==> config.mk <==
export PLATFORM = sky130hd
export DESIGN_NAME = ultrasonic_ranger
export DESIGN_NICKNAME = d
export VERILOG_FILES = /design/src/rtl/ultrasonic_ranger.sv
export SDC_FILE = /design/constraint.sdc
export NUM_CORES = 1
export LEC_CHECK = 0
export CAP_MARGIN = 25
export CORE_UTILIZATION = 33
export DETAILED_ROUTE_END_ITERATION = 10
export SETUP_SLACK_MARGIN = 0.3
export SYNTH_ARGS = -nofsm -noshare
export SYNTH_HDL_FRONTEND = slang
export SYNTH_SLANG_ARGS = --single-unit
==> constraint.sdc <==
create_clock -name clk -period 9.6 [get_ports clk]
set_input_delay 2.4 -clock clk [delete_from_list [all_inputs] [get_ports clk]]
set_output_delay 2.4 -clock clk [all_outputs]
set_load 0.03 [all_outputs]
==> src/rtl/ultrasonic_ranger.sv <==
`default_nettype none
// ============================================================================
// Module   : ultrasonic_ranger
// Purpose  : Trigger/echo driver for an HC-SR04-style proximity sensor.
//            Periodically fires the trigger pulse and times the returning
//            echo. It converts the echo width to centimetres and publishes
//            a distance, a one-cycle valid strobe, a near level and a
//            timeout flag.
// Ports    : clk          - system clock
//            rst          - synchronous active-high reset
//            enable       - run periodic measurements while high
//            echo         - asynchronous echo pin from the sensor
//            trig         - registered trigger output
//            distance_cm  - last result in cm (511 on timeout / saturation)
//            valid        - one-cycle strobe when the result outputs update
//            near         - last result below NEAR_CM and not a timeout
//            timeout      - last measurement timed out
// Revision : 1.0 - initial release
// ============================================================================
module ultrasonic_ranger #(
  parameter int TRIG_CYCLES    = 500,
  parameter int CM_CYCLES      = 2900,
  parameter int TIMEOUT_CYCLES = 1_250_000,
  parameter int PERIOD_CYCLES  = 3_000_000,
  parameter int NEAR_CM        = 10
) (
  input  logic       clk,
  input  logic       rst,
  input  logic       enable,
  input  logic       echo,
  output logic       trig,
  output logic [8:0] distance_cm,
  output logic       valid,
  output logic       near,
  output logic       timeout
);

  localparam int PW = $clog2(PERIOD_CYCLES + 1);
  localparam int TW = $clog2(TIMEOUT_CYCLES + 1);
  localparam int SW = $clog2(CM_CYCLES + 1);

  localparam logic [PW-1:0] PERIOD_LAST = PW'(PERIOD_CYCLES - 1);
  localparam logic [PW-1:0] TRIG_LAST   = PW'(TRIG_CYCLES - 1);
  localparam logic [TW-1:0] TMO_LAST    = TW'(TIMEOUT_CYCLES - 1);
  localparam logic [SW-1:0] SUB_LAST    = SW'(CM_CYCLES - 1);
  localparam logic [8:0]    CM_MAX      = 9'd511;
  localparam logic [9:0]    NEAR_LIM    = 10'(NEAR_CM);

  typedef enum logic [2:0] {
    S_IDLE      = 3'd0,
    S_TRIG      = 3'd1,
    S_WAIT_ECHO = 3'd2,
    S_MEASURE   = 3'd3,
    S_HOLDOFF   = 3'd4
  } state_t;

  state_t          state_q, state_d;
  logic            echo_meta_q, echo_s_q, echo_d_q;
  logic [PW-1:0]   period_cnt_q, period_cnt_d;
  logic [TW-1:0]   tmo_cnt_q, tmo_cnt_d;
  logic [SW-1:0]   sub_cnt_q, sub_cnt_d;
  logic [8:0]      cm_cnt_q, cm_cnt_d;
  logic            trig_q;
  logic [8:0]      dist_q, dist_d;
  logic            near_q, near_d;
  logic            tmo_flag_q, tmo_flag_d;
  logic            valid_q, valid_d;

  logic            w_rise, w_fall, w_tmo_hit, w_period_done, w_sub_wrap;
  logic [SW-1:0]   w_sub_base, w_sub_inc;
  logic [8:0]      w_cm_base, w_cm_inc;

  assign w_rise        = echo_s_q & ~echo_d_q;
  assign w_fall        = ~echo_s_q & echo_d_q;
  assign w_tmo_hit     = (tmo_cnt_q == TMO_LAST);
  assign w_period_done = (period_cnt_q == PERIOD_LAST);

  // The rise cycle already has echo_s high, so it is counted as the first
  // high cycle: on MEASURE entry the counters load "zero plus one step".
  // This makes an N-cycle echo report exactly floor(N / CM_CYCLES).
  assign w_sub_base = (state_q == S_MEASURE) ? sub_cnt_q : '0;
  assign w_cm_base  = (state_q == S_MEASURE) ? cm_cnt_q  : '0;
  assign w_sub_wrap = (w_sub_base == SUB_LAST);
  assign w_sub_inc  = w_sub_wrap ? '0 : w_sub_base + 1'b1;
  assign w_cm_inc   = (w_sub_wrap && (w_cm_base != CM_MAX)) ? w_cm_base + 1'b1
                                                            : w_cm_base;

  always_comb begin
    state_d      = state_q;
    period_cnt_d = w_period_done ? period_cnt_q : period_cnt_q + 1'b1;
    tmo_cnt_d    = tmo_cnt_q;
    sub_cnt_d    = sub_cnt_q;
    cm_cnt_d     = cm_cnt_q;
    dist_d       = dist_q;
    near_d       = near_q;
    tmo_flag_d   = tmo_flag_q;
    valid_d      = 1'b0;

    case (state_q)
      S_IDLE: begin
        if (enable) begin
          state_d      = S_TRIG;
          period_cnt_d = '0;
        end
      end

      // period_cnt starts at 0 on TRIG entry, so it doubles as the pulse timer.
      S_TRIG: begin
        if (period_cnt_q == TRIG_LAST) begin
          state_d   = S_WAIT_ECHO;
          tmo_cnt_d = '0;
        end
      end

      S_WAIT_ECHO: begin
        tmo_cnt_d = tmo_cnt_q + 1'b1;
        if (w_rise) begin
          state_d   = S_MEASURE;
          sub_cnt_d = w_sub_inc;
          cm_cnt_d  = w_cm_inc;
        end else if (w_tmo_hit) begin
          state_d    = S_HOLDOFF;
          dist_d     = CM_MAX;
          near_d     = 1'b0;
          tmo_flag_d = 1'b1;
          valid_d    = 1'b1;
        end
      end

      S_MEASURE: begin
        tmo_cnt_d = tmo_cnt_q + 1'b1;
        if (echo_s_q) begin
          sub_cnt_d = w_sub_inc;
          cm_cnt_d  = w_cm_inc;
        end
        // A fall coinciding with the timeout still yields a real distance.
        if (w_fall) begin
          state_d    = S_HOLDOFF;
          dist_d     = cm_cnt_q;
          near_d     = ({1'b0, cm_cnt_q} < NEAR_LIM);
          tmo_flag_d = 1'b0;
          valid_d    = 1'b1;
        end else if (w_tmo_hit) begin
          state_d    = S_HOLDOFF;
          dist_d     = CM_MAX;
          near_d     = 1'b0;
          tmo_flag_d = 1'b1;
          valid_d    = 1'b1;
        end
      end

      // A sensor still driving a stale echo must go quiet before re-triggering.
      S_HOLDOFF: begin
        if (w_period_done && !echo_s_q) begin
          if (enable) begin
            state_d      = S_TRIG;
            period_cnt_d = '0;
          end else begin
            state_d = S_IDLE;
          end
        end
      end

      default: state_d = S_IDLE;
    endcase
  end

  always_ff @(posedge clk) begin
    if (rst) begin
      state_q      <= S_IDLE;
      echo_meta_q  <= 1'b0;
      echo_s_q     <= 1'b0;
      echo_d_q     <= 1'b0;
      period_cnt_q <= '0;
      tmo_cnt_q    <= '0;
      sub_cnt_q    <= '0;
      cm_cnt_q     <= '0;
      trig_q       <= 1'b0;
      dist_q       <= '0;
      near_q       <= 1'b0;
      tmo_flag_q   <= 1'b0;
      valid_q      <= 1'b0;
    end else begin
      state_q      <= state_d;
      echo_meta_q  <= echo;
      echo_s_q     <= echo_meta_q;
      echo_d_q     <= echo_s_q;
      period_cnt_q <= period_cnt_d;
      tmo_cnt_q    <= tmo_cnt_d;
      sub_cnt_q    <= sub_cnt_d;
      cm_cnt_q     <= cm_cnt_d;
      trig_q       <= (state_q == S_TRIG);
      dist_q       <= dist_d;
      near_q       <= near_d;
      tmo_flag_q   <= tmo_flag_d;
      valid_q      <= valid_d;
    end
  end

  assign trig        = trig_q;
  assign distance_cm = dist_q;
  assign valid       = valid_q;
  assign near        = near_q;
  assign timeout     = tmo_flag_q;

endmodule
`default_nettype wire

==> results.cfg, run 1 <==
[clock_network]
htree_levels = 3
worstSkewPairLatency_ps = 340
cts.clk_slew.worst_paths_ps = 60
numCtsBuffers = 9
cts_sinks = 83
cts_hold_buf = 0
clockRootBuffer = clkbuf_16
post_cts_buffers = 0
cts_buffer_depth = 2
cts_tree = done
post_cts_resized = 0

[worst_setup_path]
critPathCaptureType = register
critical_path_buf_inv_count = 3
crit_type = primary input to register
startpoint_type = primary input
critPathSlowestCell = clkinv_1
path_max_fanout = 45
crit_arrival_ps = 4500
cp.required_ps = 9820
cp_cell_sequence = clkdlybuf4s50_1 > buf_4 > clkinv_1 > o2111a_1 > a311o_1
cp_slowest_stage_delay_ps = 590
crit_family = buffers and inverters

[power]
leakagePower_nw = 1.479
vdd_drop_max_mv = 0.06150
p_per_area_nw_per_um2 = 146.8

[grt]
grt_start_max_net_pins = 46
grt_pass1_vias = 3538
grtUsageTotal_pct = 16.01
overflow = 0
grt_antenna_before_repair = 0
grt_pass1_wl_um = 16970

[synth]
synth_async_sr_flop_share_pct = 0
ys_ff_latch = 83
synth_enable_flop_cells = 0
synth_top_cell_by_area = dfxtp_1
ys_warn_count = 0
seq_area_frac_synth_pct = 40.08
syn_area_um2 = 4145
synthCells = 496
ys.flop_type = dfxtp_1
synth.area.top_cells = dfxtp_1 40%, nor2_1 4.3%, a21oi_1 3.9%, nand3_1 3.6%, xnor2_1 3.6%
synth_cell_types = 60
avgSynthCellArea_um2 = 8.357
syn_nets = 505
yosys.area.top_type_share_pct = 40.08

[placed_design]
gp_congestion = 0.7970
placed_cell_area_um2 = 4428
port_buffers = 16
dp_hpwl_um = 6373

[sta]
worst-slew-pin-transition_ps = 945.2
tns_ps = 0
drv_slew = 0
relSlewSlack_pct = 36.50
setup_viol = 0
timing.fmax_mhz = 233.8
period_share_pct = 44.55
hold_violations = 0
finClkSkew_ps = 8.331
period_needed_ps = 4277
fin_hold_ws_ps = 446.2
rsz0062_at_grt = false

[die]
core_um2 = 12110
die_h_um = 114.1
initial_core_util_pct = 34.23
std_cell_rows = 40
dieArea_um2 = 13010
pin_count = 17
die-width_um = 114.1

[detailed_routing]
drt-initial-drc-count = 191
first_pass_iters = 5
vias_per_cell = 5.521
postRouteAntennaNets = 0
wl_per_cell_um = 14.37
wirelength_um = 9654
drc = 0
via_count = 3710

[run]
cap_violations = 0

[cells_and_area]
num_antenna_cells = 0
fin_nets = 508
syn_to_final_growth_pct = 13.16
post-route-util_pct = 38.73
design_area_um2 = 4691
final_cell_mix = 83 x dfxtp_1, 48 x nor2_1, 39 x nand2_1, 32 x a21oi_1, 30 x nand3_1
final_common_cell = dfxtp_1
drive_above_1_share_pct = 7.143

[run_status]
outcome = complete, no violations

[worst_hold_path]
hold_class = register to register
[flip-flops by register name, indices dropped and copies added, names as in the netlist, 3 cells and up]
register      flops
cm_cnt_q          9
state_q           3
sub_cnt_q        12
distance_cm       9
period_cnt_q     22
tmo_cnt_q        21
[per-layer routing]
metal	part of all wire [%]	wire length, µm	track usage (%)
met1	51	4877	22.19
met2	44	4267	24.32
met3	4.0	387	2.276
met4	1.3	123	7.965
met5	0	0	0
[cell usage after synthesis, types with 2 or more instances]
library cell,count
a22o_1,3
o21ai_0,20
xnor2_1,17
nand2b_1,5
inv_1,10
or2_2,2
or4b_2,3
a311oi_1,5
a211oi_1,3
nor2b_1,5
a41oi_1,3
or3_1,11
a21oi_1,32
nor3b_1,3
and2_1,7
clkbuf_1,24
o221a_2,9
nand2_1,39
o211a_1,2
mux2i_1,3
a31oi_1,5
o311ai_0,2
nand3_1,30
and4_1,5
nor3_1,17
a311o_1,2
or4_1,12
nand4_1,19
o31ai_1,5
dfxtp_1,83
nor4b_1,2
xor2_1,7
and3_1,11
a31o_2,4
nor2_1,48
ha_1,5
nor4_1,10
[path summary, 6_finish.rpt]
path	end	slack, ps	startpoint	cells after the start
worst max-delay path	sub_cnt_q[9]	5320	rst	5
worst min-delay path	echo_s_q	450	echo_meta_q	1
worst max register to register	cm_cnt_q[7]	5560	state_q[2]	12
worst min register to register	echo_s_q	450	echo_meta_q	1
[power by group]
group          switching (W)  internal, W   total, W  leakage [nW]
Combinational      0.0000145   0.00000790  0.0000224         0.684
Sequential        0.00000576     0.000348   0.000354         0.670
Clock               0.000138     0.000174   0.000312         0.125
[logic make-up (layout without fill, tap and decap cells)]
group / count (synthesis) / in the layout / synth area share, %
and+or+nand+nor: 235 / 235 / 30.61
AOI/OAI and AO/OA: 110 / 110 / 18.72
DFF: 83 / 83 / 40.08
buffers and inverters: 36 / 44 / 3.290
xor gates and xnor gates: 24 / 24 / 5.071
adders and majority gates: 5 / 5 / 1.509
muxes: 3 / 3 / 0.7244
[through the flow]
step	instances	power, W	setup slack [ps]
2_1_floorplan	496	0.0003767	6158
3_3_place_gp	656	0.0003835	4993
3_5_place_dp	656	0.0003844	4931
4_1_cts	672	0.0006966	5288
5_1_grt	672	0.0007118	5142
6_report	672	0.0006885	5323
[area by class of cell]
class	instances	area, µm²
fillers	1246	7421
multi-input cells	377	2347
flip-flops and latches	83	1662
clock buffers	11	232.7
well taps	168	210.2
repair buffers	17	167.7
inverters	11	41.29
clock inverters	5	30.03
Power figures use the tool's default switching activity.
==> run 2, diff against run 1 <==
Clock period 9.6 ns to 4.4 ns, I/O delays scaled along.
==> run 2 against run 1 <==
Compared with the run above:
- clock skew is 0.60 ps higher
- clock power increased by 120%
- critical path type is now register to register
- worst hold slack worse by 1.2 ps
- sequential power up 120%
- worst setup slack worse by 4100 ps
- global-route usage fell by 0.11 points
- critical path depth up 7
- highest routed layer unchanged
- register-to-register slack lost 4400 ps
- power grew 120%
- design area rose by 0.67%
- first-iteration DRC count increased by 20%
- clock-buffer cell count stayed put
==> results.cfg, run 2 (synthesized netlist as in run 1, its figures left out) <==
[run_status]
outcome = complete, no violations

[die]
die-width_um = 114.1
die_h_um = 114.1
initial_core_util_pct = 34.23
std_cell_rows = 40
dieArea_um2 = 13010
core_um2 = 12110
pin_count = 17

[sta]
finClkSkew_ps = 8.934
worst-slew-pin-transition_ps = 928.8
setup_viol = 0
drv_slew = 0
fin_ws_ps = 1175
tns_ps = 0
period_share_pct = 73.31
period_needed_ps = 3225
timing.fmax_mhz = 310.0
hold_violations = 0
relSlewSlack_pct = 37.61
rsz0062_at_grt = false

[clock_network]
numCtsBuffers = 9
post_cts_resized = 0
cts_tree = done
cts.clk_slew.worst_paths_ps = 60
cts_buffer_depth = 2
clockRootBuffer = clkbuf_16
htree_levels = 3
cts_hold_buf = 0
cts_sinks = 83
worstSkewPairLatency_ps = 340
post_cts_buffers = 0

[placed_design]
gp_congestion = 0.8014
pre_cts_ws_ps = 1198
dp_hpwl_um = 6633
port_buffers = 16

[detailed_routing]
first_pass_iters = 7
postRouteAntennaNets = 0
drt-initial-drc-count = 229
drc = 0
vias_per_cell = 5.530
wirelength_um = 9754
wl_per_cell_um = 14.45
via_count = 3733

[grt]
grt_pass1_vias = 3498
overflow = 0
grt_pass1_wl_um = 16590
grtUsageTotal_pct = 15.90
grt_start_max_net_pins = 45
grt_antenna_before_repair = 0

[cells_and_area]
seqCellArea_um2 = 1662
final_common_cell = dfxtp_1
num_antenna_cells = 0
top_register = period_cnt_q
nFillCells = 1247
syn_to_final_growth_pct = 13.91
fin_nets = 511
largest_registers = period_cnt_q x22, tmo_cnt_q x21, sub_cnt_q x12
largest_register_ffs = 22
final_cell_mix = 83 x dfxtp_1, 48 x nor2_1, 39 x nand2_1, 32 x a21oi_1, 30 x nand3_1
drive_above_1_share_pct = 7.890
multi_input_area_um2 = 2347

[worst_hold_path]
hold_class = register to register
min-delay-start = echo_meta_q
hold_end = echo_s_q
hold_path_depth = 1

[power]
leakagePower_nw = 1.507
vdd_drop_max_mv = 0.1890
p_per_area_nw_per_um2 = 319.7

[worst_setup_path]
cp.required_ps = 4670
critPathCaptureType = register
crit_type = register to register
reg2reg_slack_ps = 1170
path_max_fanout = 13
r2r-start = state_q[2]
startpoint_type = register
worstRegToRegCells = 12
crit_arrival_ps = 3500
r2r_end = cm_cnt_q[7]

[run]
cap_violations = 0
==> run 2: cell types whose count changed in the layout (fill, tap and decap cells not counted) <==
cell        before  now
clkinv_4         0    1
buf_4            1    4
clkinvlp_4       2    0
clkinv_2         3    4
clkbuf_8         0    1
clkbuf_1         2    1
==> run 2: power breakdown <==
part | internal, W | switching, W | leakage [nW]
Combinational | 0.0000173 | 0.0000327 | 0.698
Clock | 0.000394 | 0.000293 | 0.139
Sequential | 0.000760 | 0.0000125 | 0.670
==> run 2: worst max-delay path, cell delays in order (launching register included) <==
cell and delay, ps:
dfxtp_1 450, nand2b_1 160, nor2_1 160, and2_1 210
ha_1 210, nand3_1 100, nor3_1 70, and4_1 210
ha_1 230, or4b_2 680, nor3_1 240, and4_1 250
mux2i_1 170
==> run 2: final cells by class <==
cell class	instances	share of cell area [%]
multi-input combinational	377	49.71
sequential	83	35.19
clock buffer	11	5.140
tap	168	4.452
timing repair buffer	20	4.028
inverter	11	0.8744
clock inverter	5	0.6094
==> run 2: through the flow <==
stage / power (W) / std cells / hold slack [ps] / instance area, µm² / utilization, %
after floorplan: 0.0008220 / 496 / 413.8 / 4145 / -
after global placement: 0.0008364 / 659 / 426.1 / 4451 / 36.75
after detailed placement: 0.0008385 / 659 / 437.9 / 4451 / 36.75
after CTS: 0.001529 / 675 / 450.5 / 4722 / 38.99
after global routing: 0.001566 / 675 / 453.9 / 4722 / 38.99
final: 0.001510 / 675 / 445.0 / 4722 / 38.99
==> run 2: routing by layer <==
metal  part of all wire, %  global-route usage [%]  up-vias
met1                    49                   21.33     1752
met2                    46                   24.77       82
met4                   1.5                   7.186        0
met3                   3.8                   3.017       12
met5                     0                       0        -
li1                      -                       -     1887
==> run 2: worst max path at each step <==
stage / startpoint / end / slack [ps]
2_1_floorplan: state_q[2] / cm_cnt_q[7] / 1130
4_1_cts: state_q[2] / cm_cnt_q[7] / 1180
5_1_grt: state_q[1] / cm_cnt_q[7] / 910
6_report: state_q[2] / cm_cnt_q[7] / 1170
3_3_place_gp: state_q[2] / cm_cnt_q[7] / 1310
3_5_place_dp: state_q[2] / cm_cnt_q[7] / 1200
==> run 3, diff against run 2 <==
Clock period 4.4 ns to 2.9 ns, I/O delays scaled along.
==> run 3 against run 2 <==
Compared with the run above:
- via count increased by 2.9%
- non-clock buffer count increased by 21
- design area increased by 6.9%
- clock skew increased by 1.7 ps
- register-to-register slack got worse by 810 ps
- flip-flop and latch count unchanged
- combinational power increased by 88%
- worst setup slack got worse by 810 ps
- first-iteration DRC count decreased by 37%
- clock power increased by 91%
- critical path type unchanged
- critical endpoint is now tmo_cnt_q[9]
- largest power group is now the clock network
==> results.cfg, run 3 (synthesized netlist as in run 1, its figures left out) <==
[placed_design]
pre_cts_ws_ps = 248.7
placed_cell_area_um2 = 4619
gp_congestion = 0.8221
port_buffers = 16
dp_hpwl_um = 6934

[worst_setup_path]
critPathCaptureType = register
cp.required_ps = 3170
crit_arrival_ps = 2810
path_max_fanout = 8
worstRegToRegCells = 6
crit_type = register to register
startpoint_type = register

[sta]
period_needed_ps = 2533
timing.fmax_mhz = 394.8
drv_slew = 0
setup_viol = 0
period_share_pct = 87.34
hold_violations = 0
fin_hold_ws_ps = 454.5
fin_ws_ps = 367.1
rsz0062_at_grt = true
relSlewSlack_pct = 41.74
worst-slew-pin-transition_ps = 866.0
tns_ps = 0
finClkSkew_ps = 10.63

[clock_network]
clockRootBuffer = clkbuf_16
cts.clk_slew.worst_paths_ps = 60
worstSkewPairLatency_ps = 340
htree_levels = 3
cts_tree = done
cts_sinks = 83
cts_buffer_depth = 2
cts_hold_buf = 0
numCtsBuffers = 9

[power]
leakagePower_nw = 1.656
finalPower_w = 0.002568
p_per_area_nw_per_um2 = 508.6
vdd_drop_max_mv = 0.2876

[detailed_routing]
via_count = 3840
drc = 0
vias_per_cell = 5.517
wirelength_um = 10160
wl_per_cell_um = 14.59
drt-initial-drc-count = 144
postRouteAntennaNets = 0
first_pass_iters = 4

[grt]
grt_antenna_before_repair = 0
grtUsageTotal_pct = 16.33
overflow = 0
grt_pass1_vias = 3620
grt_pass1_wl_um = 17080
grt_start_max_net_pins = 25

[die]
pin_count = 17
die_h_um = 114.1
initial_core_util_pct = 34.23
core_um2 = 12110
dieArea_um2 = 13010
std_cell_rows = 40
die-width_um = 114.1

[cells_and_area]
drive_above_1_share_pct = 15.15
num_antenna_cells = 0
largest_registers = period_cnt_q x22, tmo_cnt_q x21, sub_cnt_q x12
largest_register_ffs = 22
fin_nets = 532
design_area_um2 = 5050
top_register = period_cnt_q
final_cell_mix = 81 x dfxtp_1, 47 x nor2_1, 39 x nand2_1, 30 x a21oi_1, 29 x nand3_1
syn_to_final_growth_pct = 21.82
final_common_cell = dfxtp_1

[worst_hold_path]
hold_class = register to register
hold_path_depth = 1

[run]
cap_violations = 0

[run_status]
outcome = complete, no violations
[run 3: metrics by stage]
step	util, %	instances
CTS	41.06	689
finish	41.69	696
global route	41.69	696
detailed placement	38.14	673
floorplan	-	496
global placement	38.14	673
[run 3: worst max-delay path: stages (launching register included)]
cell and delay, ps:
dfxtp_2 340, or4_4 550, or4_4 510, o31a_4 390
buf_4 170, or3_1 360, a21oi_2 140
[run 3: final timing paths]
kind | endpoint | slack, ps | from
min | echo_s_q | 450 | echo_meta_q
max reg2reg | tmo_cnt_q[9] | 370 | period_cnt_q[15]
max | tmo_cnt_q[9] | 370 | period_cnt_q[15]
min reg2reg | echo_s_q | 450 | echo_meta_q
[run 3: metal layers]
layer	vias up	track usage (%)	routed length, µm
met5	-	0	0
met1	1853	20.95	4808
met2	53	27.56	4892
li1	1922	-	-
met3	12	2.647	324
met4	0	6.147	130
[run 3: area by class of cell]
| type | count | area, µm² |
|---|---|---|
| tap | 168 | 210.2 |
| timing repair buffer | 41 | 345.3 |
| inverter | 11 | 41.29 |
| fill | 1237 | 7062 |
| multi-input combinational | 377 | 2445 |
| clock buffer | 10 | 229.0 |
| clock inverter | 6 | 112.6 |
| sequential | 83 | 1667 |
[run 3: report_power, final]
part	switching [W]	internal [W]	total [W]	leakage (nW)
sequential	0.0000125	0.00115	0.00116	0.671
combinational	0.0000605	0.0000334	0.0000939	0.822
clock	0.000467	0.000844	0.00131	0.163
total	0.000540	0.00203	0.00257	1.66
[run 3: timing repair]
item | in CTS | in global routing
pin swaps | 0 | 4
gates cloned | 0 | 0
buffers inserted | 0 | 7
resized for setup | 3 | 10
endpoints found under the setup margin | 7 | 10
